==> src/rtl/vga_timing_gen.sv <==
// vga_timing_gen
//   Parametrised VGA raster timing generator. A clock divider produces one
//   pixel tick every CLK_DIV clk cycles; on each tick the (hcount, vcount)
//   raster position advances and every region output is re-decoded from the
//   position being loaded, so all outputs are coherent on the same cycle.
//
// Ports
//   clk          system clock
//   reset        synchronous, active-high reset
//   pix_en       one-clk pulse marking each pixel tick
//   hcount       horizontal position, 0..H_TOTAL-1
//   vcount       vertical position, 0..V_TOTAL-1
//   hsync        horizontal sync at pin polarity (HSYNC_POL = asserted level)
//   vsync        vertical sync at pin polarity (VSYNC_POL = asserted level)
//   active       high while hcount < H_ACTIVE and vcount < V_ACTIVE
//   line_start   one-clk strobe when the position enters hcount == 0
//   frame_start  one-clk strobe when the position enters (0,0)
module vga_timing_gen #(
    parameter int H_ACTIVE  = 640,
    parameter int H_FRONT   = 16,
    parameter int H_SYNC    = 96,
    parameter int H_BACK    = 48,
    parameter int V_ACTIVE  = 480,
    parameter int V_FRONT   = 10,
    parameter int V_SYNC    = 2,
    parameter int V_BACK    = 33,
    parameter int HSYNC_POL = 0,
    parameter int VSYNC_POL = 0,
    parameter int CLK_DIV   = 1,
    parameter int CW        = 11
) (
    input  logic          clk,
    input  logic          reset,
    output logic          pix_en,
    output logic [CW-1:0] hcount,
    output logic [CW-1:0] vcount,
    output logic          hsync,
    output logic          vsync,
    output logic          active,
    output logic          line_start,
    output logic          frame_start
);

    localparam int H_TOTAL = H_ACTIVE + H_FRONT + H_SYNC + H_BACK;
    localparam int V_TOTAL = V_ACTIVE + V_FRONT + V_SYNC + V_BACK;
    localparam int DW      = (CLK_DIV > 1) ? $clog2(CLK_DIV) : 1;

    localparam logic [DW-1:0] DIV_LAST = DW'(CLK_DIV - 1);
    localparam logic [CW-1:0] H_LAST   = CW'(H_TOTAL - 1);
    localparam logic [CW-1:0] V_LAST   = CW'(V_TOTAL - 1);

    // Sync window bounds kept as 32-bit values: the end bound may equal
    // H_TOTAL/V_TOTAL, which need not fit in CW bits.
    localparam int H_SYNC_BEG = H_ACTIVE + H_FRONT;
    localparam int H_SYNC_END = H_ACTIVE + H_FRONT + H_SYNC;
    localparam int V_SYNC_BEG = V_ACTIVE + V_FRONT;
    localparam int V_SYNC_END = V_ACTIVE + V_FRONT + V_SYNC;

    localparam logic HS_ON = (HSYNC_POL != 0);
    localparam logic VS_ON = (VSYNC_POL != 0);

    logic [DW-1:0] div;
    logic [DW-1:0] div_nxt;
    logic          tick;
    logic          h_wrap;
    logic [CW-1:0] h_nxt;
    logic [CW-1:0] v_nxt;
    logic          hsync_nxt;
    logic          vsync_nxt;
    logic          active_nxt;

    always_comb begin
        tick    = (div == DIV_LAST);
        div_nxt = tick ? '0 : div + DW'(1);

        h_wrap = (hcount == H_LAST);
        h_nxt  = h_wrap ? '0 : hcount + CW'(1);
        if (h_wrap) begin
            v_nxt = (vcount == V_LAST) ? '0 : vcount + CW'(1);
        end else begin
            v_nxt = vcount;
        end

        // Regions are decoded from the position about to be loaded so the
        // registered outputs line up with hcount/vcount.
        hsync_nxt  = (32'(h_nxt) >= H_SYNC_BEG && 32'(h_nxt) < H_SYNC_END) ? HS_ON : ~HS_ON;
        vsync_nxt  = (32'(v_nxt) >= V_SYNC_BEG && 32'(v_nxt) < V_SYNC_END) ? VS_ON : ~VS_ON;
        active_nxt = (32'(h_nxt) < H_ACTIVE) && (32'(v_nxt) < V_ACTIVE);
    end

    always_ff @(posedge clk) begin
        if (reset) begin
            div         <= '0;
            hcount      <= '0;
            vcount      <= '0;
            hsync       <= ~HS_ON;
            vsync       <= ~VS_ON;
            active      <= 1'b1;
            pix_en      <= 1'b0;
            line_start  <= 1'b0;
            frame_start <= 1'b0;
        end else begin
            div <= div_nxt;
            if (tick) begin
                hcount      <= h_nxt;
                vcount      <= v_nxt;
                hsync       <= hsync_nxt;
                vsync       <= vsync_nxt;
                active      <= active_nxt;
                pix_en      <= 1'b1;
                line_start  <= (h_nxt == '0);
                frame_start <= (h_nxt == '0) && (v_nxt == '0);
            end else begin
                // Strobes last one clk; the rest of the pixel holds position.
                pix_en      <= 1'b0;
                line_start  <= 1'b0;
                frame_start <= 1'b0;
            end
        end
    end

endmodule

==> config.mk <==
export PLATFORM = sky130hd
export DESIGN_NAME = vga_timing_gen
export DESIGN_NICKNAME = d
export VERILOG_FILES = /design/src/rtl/vga_timing_gen.sv
export SDC_FILE = /design/constraint.sdc
export NUM_CORES = 1
export LEC_CHECK = 0
export BUFFER_PORTS_ARGS = -buffer_cell sky130_fd_sc_hd__buf_2
export CORE_MARGIN = 4
export CORE_UTILIZATION = 30
export CTS_BUF_LIST = sky130_fd_sc_hd__clkbuf_16
export CTS_CLUSTER_SIZE = 12
export DETAILED_ROUTE_END_ITERATION = 6
export PLACE_DENSITY = 0.56
export SYNTH_ARGS = -nofsm -noshare
export SYNTH_HDL_FRONTEND = slang
export SYNTH_SLANG_ARGS = --single-unit
==> constraint.sdc <==
create_clock -name clk -period 2.1 [get_ports clk]
set_clock_uncertainty 0.1 [all_clocks]
set_input_delay 0.315 -clock clk [delete_from_list [all_inputs] [get_ports clk]]
set_output_delay 0.315 -clock clk [all_outputs]
set_load 0.03 [all_outputs]
After elaboration in Yosys (flattened, before gate mapping)
Index checks and enable logic that the tools add are counted.

cells by class
  bitwise operators = 1
  shift operators = 0
  add/subtract/negate cells = 3
  multiplexer cells = 6
  eq/ne operators = 2
  div/mod/pow operators = 0
  magnitude comparators = 6
  multiply operators = 0
  reduce and logical (&&, ||, !) cells = 8

operators with widths
  operator                                                              count
  two-way mux 11 bit                                                    3
  adder 11 x 1 -> 11 bit (second input constant)                        2
  equality test 11 x 10 -> 1 bit (second input constant)                2
  zero test 11 bit                                                      2
  less-than comparator 11 x 10 -> 1 bit (second input constant)         2
  less-than comparator 11 x 9 -> 1 bit (second input constant)          2
  greater-or-equal comparator 11 x 10 -> 1 bit (second input constant)  1
  greater-or-equal comparator 11 x 9 -> 1 bit (second input constant)   1
  logical AND 1 bit                                                     4
  OR reduction 2 bit                                                    2
  two-way mux 1 bit                                                     3
  adder 1 bit (second input constant)                                   1
  inverter 1 bit                                                        1

word-level totals
  bits in registers = 29
  latch bits = 0
  memories kept = 0
  output and inout bits = 28
  bits in read-only memories = 0
  logic and storage cells = 35
  bits in writable memories = 0
  input bits = 2

Longest topological paths before layout
  word-level depth = 6
  gate-level depth with buffers = 9
  depth with buffers taken out = 8

Worst setup path after synthesis
No wires, ideal clock.

  kind = flip-flop to flip-flop
  from = register hcount[0]
  to = register active
  required time = 1.899 ns
  arrival time = 2.202 ns
  clock period less this slack = 2.403 ns
  library setup time = 0.101 ns
  setup slack = -0.303 ns
  buffers on the path = 2
  stages on the path, launching flop included = 10
  path through = dfxtp_1 -> ha_1 -> and4_4 -> buf_6 -> and3_1 -> and3_1 -> clkbuf_1 -> xnor2_1 -> o22ai_1 -> o41ai_1

between the ends
  longest elaborated chain between the ends = 4
  elaborated cells between the ends (all ways) = 7
  those cells by class = add/sub: 1; order compare: 2; eq/ne: 1; mux: 2; reduce/logical: 1

RTL lines
  item                                                                                           RTL line  RTL
  start: declaration                                                                             35        output logic [CW-1:0] hcount,
  start signal: assignment                                                                       105       hcount <= h_nxt;
  adder 11 x 1 -> 11 bit or equality test 11 x 10 -> 1 bit (tied branches)                       77, 76
  two-way mux 11 bit (on tied branches)                                                          77, 78
  less-than comparator 11 x 10 -> 1 bit or less-than comparator 11 x 9 -> 1 bit (tied branches)  88        active_nxt = (32'(h_nxt) < H_ACTIVE) && (32'(v_nxt) < V_ACTIVE);
  logical AND 1 bit *                                                                            88
  end signal: assignment                                                                         109       active <= active_nxt;
  end: declaration                                                                               39        output logic active,

Mark *: on every way between the ends. The rest lies on a longest branch, timed or not.
A chain may end at the register's enable or synchronous reset.

Final worst setup path
  from = register hcount[1]
  to = register active

The elaborated chain is that of the path after synthesis.

==> results.md <==
- Worst hold path class: flop to flop
- Routability cong.: 0.783
- Share of cells above drive strength 1: 37.1%
- Aggregate global-route resource usage: 14.3%
- CP Capture Type: flop
- Antenna cells: 0
- Fin area: around 2500 sq um
- Largest net degree at the start of global routing: 28
- Synth area leader: dfxtp_1
- Crit Path Class: flop to flop
- Clock Latency Late Sink: 0.28 ns
- Crit path max fanout: 6
- First-pass GRT wire length: 8600 um
- Peak VDD IR: 320 uV
- Reg2Reg Capture Point: active
- Synthesized instance count: 237
- Post-DP HPWL: approximately 3600 um
- Worst slew margin: 64.1%
- Layout Nets: 290
- Worst EP required: 2.18 ns
- Worst Setup Slack, final: 0.0633 ns
- Final max-slew violation count: 0
- Count of cell types in the netlist: 51
- Power per cell area: approximately 520 nW/um^2
- Routed Antenna Nets: 0
- Final Hold Fails: 0
- TritonCTS Buffers: 5
- Pre-CTS setup slack: -0.0787 ns
- RSZ-0062 raised after global routing: true
- Starting density of the core: between 30% and 40%
- Slowest stage delay, CP: 0.46 ns
- Max-cap violation count: 0
- Clock Root Buffer: clkbuf_16
- CTS Buffer Depth: 2
- RR Startpoint: hcount[1]
- Top cells by count, synth: dfxtp_1 (29), nor2_1 (29), nand2_1 (16), a21oi_1 (15), xnor2_1 (14)
- Async S/R FF share, synth: 0%
- Vias/cell: 5.15
- CTS tree: yes
- DRT Wirelength: about 5000 um
- Worst-path cell chain: ha_4 > and4_4 > nand3_4 > or4_4 > xor2_2 > a21oi_2 > o41ai_2
- Residual DRC: 0
- Area post-placement: 2270 sq um
- Final setup fails: 0
- Primary FF master, synth: dfxtp_1
- Worst Hold Endpoint: active
- Area of the mapped netlist: ~1900 sq um
- Core area: between 5000 and 6000 sq um
- CTS Sinks: 29
- Crit-path slowest cell: or4_4
- IO Pins: 30
- Die Wd: between 80 and 90 um
- Synthesized flop and latch total: 29
- PortBufs: 29
- FP Rows: 28
- Post-synthesis sequential area ratio: 31.3%
- Syn-to-layout area delta: 34.0%
- Number of flops mapped to enable cells by yosys: 0
- Layout Cells excl Fill: roughly 360
- Max frequency: ~500 MHz
- GRT overflow: 0
- Synth warnings: 0
- Min Tclk post-route: just over 2 ns
- Avg Cell Area, Syn: 7.83 sq um
- Worst Path Arrival: 2.12 ns
- Hold Path Depth: 2
- Leak pwr: 0.982 nW
- Status: finished clean
- Worst-path clk slew: 0.05 ns
- Worst Hold Launch: active
- Initial antenna violation count: 0
- Pre-Repair DR Iteration Count: 4
- Detailed Route Iter0 Violations: 50
- Die height: 86.7 um
- Worst r2r path cells: 7
- Synthesized net count: 242
- Area share of the largest cell type after synthesis: a little under a third
- Vias: about 1,900
- Period utilisation layout: a little over nine tenths
- Worst-Margin Slew: 0.538 ns
- Vias in the first global route: 1,816
- CTS H-tree depth: 2
- CP Launch Type: flop
- R2R setup slack: between 0.06 and 0.07 ns
- Placed Instances: 350
- Ranking of synthesized cells by area: dfxtp_1 (31%), xnor2_1 (6.6%), nor2_1 (5.9%), a21oi_1 (4.0%), xor2_1 (3.3%)
- Die area: 7510 sq um
- Drt wl/cell: approximately 14 um
## layer usage
layer  part of all wire, %  vias to the layer above  routed length, um  track usage, %
met5                     0                        -                  0               0
met4                   2.0                        0                102            5.81
met3                   5.3                       11                266            3.23
met2                    48                       42               2380            23.5
met1                    45                      871               2230            18.1
li1                      -                      936                  -               -
## stage by stage
| stage | hold WS, ns | total power, W | setup TNS (ns) | util, % |
|---|---|---|---|---|
| 2_1_floorplan | 0.437 | 0.000606 | -0.00417 | - |
| 3_5_place_dp | 0.380 | 0.000623 | -0.117 | 38.2 |
| 3_3_place_gp | 0.368 | 0.000622 | -0.0502 | 38.2 |
| 5_1_grt | 0.416 | 0.00133 | -0.0324 | 41.8 |
| 4_1_cts | 0.391 | 0.00130 | 0 | 40.6 |
| 6_report | 0.395 | 0.00128 | 0 | 41.8 |
## layout by cell type, fill, tap and decap left out, types with 2 or more instances in the layout
cell,netlist,layout
nand3_1,8,8
or4_1,2,2
a21oi_1,15,13
nand2b_1,2,2
o2111a_1,3,3
dfxtp_1,29,13
xnor2_1,14,14
clkbuf_16,0,5
and4_1,2,2
buf_2,4,29
dfxtp_2,0,8
or2_2,2,2
or3_1,3,3
xor2_1,7,6
nor3b_1,2,2
and3_1,8,4
a21oi_2,0,2
nand4_1,6,6
inv_1,4,7
buf_4,2,34
a31oi_1,3,3
nor4_1,2,2
nor3_1,12,12
o22ai_1,2,2
and3_4,0,3
nor2b_1,4,3
mux2i_1,4,4
nor2_1,29,29
o21ai_0,11,9
nand2_1,16,16
nand4b_1,2,2
dfxtp_4,0,8
## flip-flops by register name, summed over array words and instances (netlist names)
name / flops
frame_start: 1
hsync: 1
vcount: 11
div: 1
hcount: 11
pix_en: 1
line_start: 1
active: 1
vsync: 1
## where the power goes
group	leakage [nW]	switching (W)	internal, W
Clock	0.0776	0.000245	0.000425
Sequential	0.245	0.00000734	0.000550
Combinational	0.660	0.0000376	0.0000183
Total	0.982	0.000290	0.000993
## worst max-delay path, delay by kind of cell, from the launching register on
| family | cells | cell delay (ns) |
|---|---|---|
| AND/OR/NAND/NOR | 3 | 0.81 |
| adder cells (fa/ha/maj) | 1 | 0.13 |
| flip-flops | 1 | 0.37 |
| AO/OA/AOI/OAI | 2 | 0.36 |
| XOR/XNOR | 1 | 0.18 |
## cells by family after synthesis
| group | synth area share [%] |
|---|---|
| fa+ha+maj | 2.02 |
| flops | 31.3 |
| buf+inv | 6.81 |
| xor+xnor | 9.91 |
| other cells | 0.202 |
| simple gates | 31.9 |
| mux | 2.76 |
| compound gates | 15.1 |
## worst max path at each step
| stage | from | to | slack (ns) | depth (start not counted) |
|---|---|---|---|---|
| final | hcount[1] | active | 0.06 | 7 |
| after global routing | hcount[1] | frame_start | -0.01 | 7 |
| after CTS | hcount[1] | vsync | 0.03 | 7 |
| after detailed placement | vcount[0] | vsync | -0.08 | 9 |
| after global placement | vcount[0] | vsync | -0.05 | 9 |
| after floorplan | hcount[1] | frame_start | -0.004 | 8 |
## timing repair
item	CTS	global route
buffers inserted	0	3
hold buffers	0	0
endpoints found under the setup margin	2	4
pin swaps	0	6
resized for setup	5	13
## layout make-up
class                      instances  area [sq um]
timing repair buffer              63           400
fill                             624          3470
multi-input combinational        182          1220
clock inverter                     3          11.3
tap                               75          93.8
sequential                        29           621
clock buffer                       5           125
inverter                           4          15.0
Power figures use the tool's default switching activity.
